===== config.mk =====
export PLATFORM = sky130hd
export DESIGN_NAME = fan_pwm_timebase
export DESIGN_NICKNAME = d
export VERILOG_FILES = /design/src/rtl/fan_pwm_timebase_pkg.sv /design/src/rtl/fan_clk_div_unit.sv /design/src/rtl/fan_pwm_timebase.sv
export SDC_FILE = /design/constraint.sdc
export NUM_CORES = 1
export LEC_CHECK = 0
export CORE_AREA = 2 2 114 116
export DETAILED_ROUTE_END_ITERATION = 10
export DIE_AREA = 0 0 116 118
export SYNTH_ARGS = -nofsm -noshare
export SYNTH_HDL_FRONTEND = slang
export SYNTH_SLANG_ARGS = --single-unit

===== constraint.sdc =====
create_clock -name clk_in -period 11.3 [get_ports clk_in]
set_input_delay 2.26 -clock clk_in [delete_from_list [all_inputs] [get_ports clk_in]]
set_output_delay 2.26 -clock clk_in [all_outputs]
set_load 0.01 [all_outputs]

===== src/rtl/fan_pwm_timebase_pkg.sv =====
// rtl/fan_pwm_timebase_pkg.sv - shared widths and timing constants for the fan timebase
package fan_pwm_timebase_pkg;

   localparam int DIV_WIDTH_DEFAULT = 32;
   localparam int PWM_BITS_DEFAULT  = 12;
   localparam int PWM_PERIOD        = 4095;
   // 100 MHz / 50000 gives the 2 kHz fan-controller processing rate
   localparam int FAN_PROC_DIVIDER  = 50000;

   function automatic int pwm_period_for(input int bits);
      return (1 << bits) - 1;
   endfunction

endpackage


===== src/rtl/fan_clk_div_unit.sv =====
// rtl/fan_clk_div_unit.sv - programmable clock-enable divider with square-wave and tick outputs
module fan_clk_div_unit
   import fan_pwm_timebase_pkg::*;
#(
   parameter int DIV_WIDTH = DIV_WIDTH_DEFAULT
) (
   input  logic                 clk_in,
   input  logic                 rst_in,
   input  logic [DIV_WIDTH-1:0] divider_in,
   output logic                 div_clk_out,
   output logic                 div_tick_out
);

   logic [DIV_WIDTH-1:0] div_cnt;
   logic [DIV_WIDTH-1:0] n_eff;
   logic [DIV_WIDTH-1:0] half;
   logic [DIV_WIDTH-1:0] last;
   logic                 wrap;

   always_comb begin
      n_eff = (divider_in == '0) ? DIV_WIDTH'(1) : divider_in;
      half  = n_eff >> 1;
      last  = n_eff - DIV_WIDTH'(1);
      // >= rather than == so a live decrease below the current count wraps at once
      wrap  = (div_cnt >= last);
   end

   always_ff @(posedge clk_in) begin
      if (rst_in) begin
         div_cnt      <= '0;
         div_tick_out <= 1'b0;
         div_clk_out  <= 1'b0;
      end else begin
         div_cnt      <= wrap ? '0 : div_cnt + DIV_WIDTH'(1);
         div_tick_out <= (div_cnt == '0);
         div_clk_out  <= (div_cnt < half);
      end
   end

endmodule


===== src/rtl/fan_pwm_timebase.sv =====
// rtl/fan_pwm_timebase.sv - fan timing core: clock-enable divider plus 12-bit PWM generator
module fan_pwm_timebase
   import fan_pwm_timebase_pkg::*;
#(
   parameter int DIV_WIDTH = DIV_WIDTH_DEFAULT,
   parameter int PWM_BITS  = PWM_BITS_DEFAULT
) (
   input  logic                 clk_in,
   input  logic                 rst_in,
   input  logic [DIV_WIDTH-1:0] divider_in,
   input  logic [PWM_BITS-1:0]  val_in,
   output logic                 div_clk_out,
   output logic                 div_tick_out,
   output logic                 pwm_out,
   output logic                 pwm_period_out
);

   localparam int PERIOD = pwm_period_for(PWM_BITS);

   logic [PWM_BITS-1:0] pwm_cnt;
   logic [PWM_BITS-1:0] duty_reg;
   logic [PWM_BITS-1:0] duty_eff;
   logic                at_start;
   logic                at_last;

   fan_clk_div_unit #(
      .DIV_WIDTH (DIV_WIDTH)
   ) u_div (
      .clk_in       (clk_in),
      .rst_in       (rst_in),
      .divider_in   (divider_in),
      .div_clk_out  (div_clk_out),
      .div_tick_out (div_tick_out)
   );

   // Period start uses val_in directly so a new duty is honoured without a one-period lag;
   // the rest of the period runs from the captured copy to stay glitch-free.
   always_comb begin
      at_start = (pwm_cnt == '0);
      at_last  = (pwm_cnt == PWM_BITS'(PERIOD - 1));
      duty_eff = at_start ? val_in : duty_reg;
   end

   always_ff @(posedge clk_in) begin
      if (rst_in) begin
         pwm_cnt        <= '0;
         duty_reg       <= '0;
         pwm_out        <= 1'b0;
         pwm_period_out <= 1'b0;
      end else begin
         pwm_cnt        <= at_last ? '0 : pwm_cnt + PWM_BITS'(1);
         if (at_start) begin
            duty_reg <= val_in;
         end
         pwm_out        <= (pwm_cnt < duty_eff);
         pwm_period_out <= at_start;
      end
   end

endmodule


==> results.py <==
metrics = {
    "sta": {
        "fin_crit_sh_pct": 61.89,
        "slew_headroom_pct": 39.90,
        "fin_skew_ns": 0.008025,
        "final_max_slew_viol_count": 0,
        "fmax_ghz": 0.1430,
        "setup_ws_ns": 4.306,
        "worst_pin_slew_ns": 0.8941,
        "timing.final.hold_violations": 0,
        "setup_viol": 0,
        "finalWorstPathRequiredPeriod_ns": 6.994,
        "tns_ns": 0,
        "rsz0062_at_grt": "no",
    },
    "setup_path": {
        "cp_num_buf_inv": 2,
        "path_delay_family": "simple AND/OR/NAND/NOR gates",
        "r2r_cells": 12,
        "crit_top_cell": "nor2_1",
        "worstPathRequired_ns": 11.56,
        "crit_path_end_kind": "flip-flop",
        "worstSetupPathDepth": 18,
        "reg2reg_to": "pwm_out$_SDFF_PP0_",
        "worstSetupPathType": "in -> reg",
        "reg2reg_slack_ns": 8.07,
        "crit_fanout": 17,
        "slowest_delay_ns": 0.60,
        "arrival_ns": 7.26,
        "r2r_start": "pwm_cnt[0]$_SDFF_PP0_",
        "critPathLaunchType": "primary input",
        "path_cells": "clkdlybuf4s50_1 -> or3_2 -> nor4_1 -> and4b_1 -> nor2_1 -> ha_1 -> and3_1 -> nand3_1 -> nor2_1 -> xnor2_1 -> ha_1 -> and4_1 -> a31oi_1 -> a21oi_1 -> o31ai_1 -> o2111ai_2 -> buf_4 -> nor2_1",
        "critPathSlowestCell": "or3_2",
    },
    "cts": {
        "cts.sinks": 60,
        "cts_htree_levels": 3,
        "clockRootBuffer": "clkbuf_16",
        "cts_made_buffers": 9,
        "cts_tree": "yes",
        "cts_hold_buffers": 0,
        "cts_buffer_depth": 2,
        "cts_setup_buffers": 0,
        "cts.clk_slew.worst_paths_ns": 0.05,
        "cts_resized": 0,
        "insertion_delay_ns": 0.33,
    },
    "logic_synthesis": {
        "synth_seq_cells": 60,
        "syn_inst": 554,
        "ys_top_cells_by_area": "dfxtp_1, ha_1, xnor2_1",
        "synthTopCellsByCount": "ha_1, nor2_1, dfxtp_1",
        "post-synth-top-count-cell": "ha_1",
        "syn_area_per_cell_um2": 8.521,
        "synth_flop_cell": "dfxtp_1",
        "syn-cell-area_um2": 4721,
        "yosys_warnings": 0,
        "synth_top_area_share_pct": 25.44,
        "synth_edf_count": 0,
        "synth_cell_type_count": 57,
        "yosys.area.top_type": "dfxtp_1",
        "syn_nets": 679,
        "synth_seq_area_share_pct": 25.44,
        "postSynth.asyncResetShare_pct": 0,
    },
    "layout": {
        "drive_above_1_share_pct": 5.237,
        "largest_reg_flops": 32,
        "syn_to_final_growth_pct": 21.63,
        "n_antenna_cell": 0,
        "finish.net_count": 732,
    },
    "drt": {
        "viasPerCell": 5.151,
        "route.vias.total": 4033,
        "first_pass_iters": 4,
        "drc": 0,
        "antenna_left": 0,
        "drt_wl_total_um": 11470,
        "drt_iter0_markers": 219,
        "wl_per_cell_um": 14.65,
    },
    "global_routing": {
        "grt_pass1_vias": 3925,
        "grt_usage_pct": 17.68,
        "overflow": 0,
        "antenna_found_initial": 0,
        "grt_max_degree": 19,
        "grt_pass1_wl_um": 19220,
    },
    "power": {
        "clock_power_share_pct": 49.4,
        "power_density_nw_per_um2": 107.8,
        "p_comb_share_pct": 14.4,
        "p_int_w": 0.0004732,
        "ir_drop_uv": 64.24,
        "p_sw_share_pct": 23.58,
        "p_switching_w": 0.0001460,
        "power_leakage_nw": 2.569,
        "seq_power_share_pct": 36.2,
    },
    "place": {
        "pre_cts_ws_ns": 3.954,
        "place.port_buffers": 49,
        "gp_congestion": 0.8541,
        "dpl.hpwl_um": 9179,
    },
    "die": {
        "ioPinCount": 50,
        "row_count": 41,
        "die-width_um": 116,
        "die_area_um2": 13690,
        "core-area_um2": 12410,
        "die_h_um": 118,
        "start_util_pct": 38.03,
    },
    "hold_path": {
        "holdPathEnd": "u_div.div_cnt[0]$_SDFF_PP0_",
        "min_path_cells": 1,
        "min_from": "u_div.div_cnt[0]$_SDFF_PP0_",
        "hp-class": "reg -> reg",
    },
    "run": {
        "drv_cap": 0,
    },
    "run_status": {
        "status": "finished clean",
    },
}
cell families after synthesis:
group	Yosys count	share of synthesized area (%)
multiplexers	12	2.544
flip-flops	60	25.44
AO/OA/AOI/OAI	63	9.171
adder cells (fa/ha/maj)	79	20.94
XOR/XNOR	69	12.80
AND/OR/NAND/NOR	224	25.21
buffers and inverters	47	3.896
through the flow:
step           instance area [um2]  hold slack [ns]  cells  util (%)  total power, W
6_report                      5742           0.4915    783     46.25       0.0006192
5_1_grt                       5742           0.5151    783     46.25       0.0006461
4_1_cts                       5742           0.4921    783     46.25       0.0006228
3_5_place_dp                  5406           0.4781    768     43.55       0.0003181
3_3_place_gp                  5406           0.4717    768     43.55       0.0003156
2_1_floorplan                 4721           0.4365    554         -       0.0002790
per-layer routing:
layer  track usage, %  up-vias  wire length [um]
met2            27.56       66              5143
li1                 -     2089                 -
met5                0        -                 0
met3            3.450       11               389
met4            5.283        0               166
met1            24.56     1867              5771
power by group through the flow:
stage	logic (W)	registers [W]	clock network (W)
after floorplan	0.0000515	0.000228	0
after global placement	0.0000876	0.000228	0
after detailed placement	0.0000898	0.000228	0
after CTS	0.0000904	0.000224	0.000309
after global routing	0.000101	0.000225	0.000320
final	0.0000895	0.000224	0.000306
placed cells by master (no fill, tap or decap), types with 3 or more instances in the layout:
cell,n
inv_1,38
or3_1,3
xor2_1,27
nand2_1,28
ha_1,79
and4_1,8
nor4_1,18
and3_1,13
o21ai_0,8
a2111oi_0,3
clkbuf_8,3
nor3_2,3
nor2_1,78
nor3_1,10
dfxtp_1,60
nand4_1,14
nand2b_1,4
nand3_1,25
clkdlybuf4s50_1,49
mux2i_1,12
xnor2_1,42
a21oi_1,19
a21o_1,15
clkbuf_16,9
cell type report:
cell class                      instances  area, um2
Clock buffer                           12      266.5
Clock inverter                          3      68.82
Fill cell                            1226       6673
Inverter                               38      142.6
Multi-Input combinational cell        447       3342
Sequential cell                        60       1201
Tap cell                              172      215.2
Timing Repair Buffer                   51      505.5
how the worst max path moves through the flow:
stage | start | to | slack (ns)
5_1_grt | divider_in[27] | u_div.div_cnt[24]$_SDFF_PP0_ | 3.96
3_3_place_gp | divider_in[23] | u_div.div_cnt[28]$_SDFF_PP0_ | 4.13
4_1_cts | divider_in[23] | u_div.div_cnt[26]$_SDFF_PP0_ | 4.28
2_1_floorplan | divider_in[23] | u_div.div_cnt[11]$_SDFF_PP0_ | 5.55
6_report | divider_in[23] | u_div.div_cnt[26]$_SDFF_PP0_ | 4.31
3_5_place_dp | divider_in[23] | u_div.div_cnt[26]$_SDFF_PP0_ | 3.95
No activity file was read; power rests on OpenSTA's default activity.
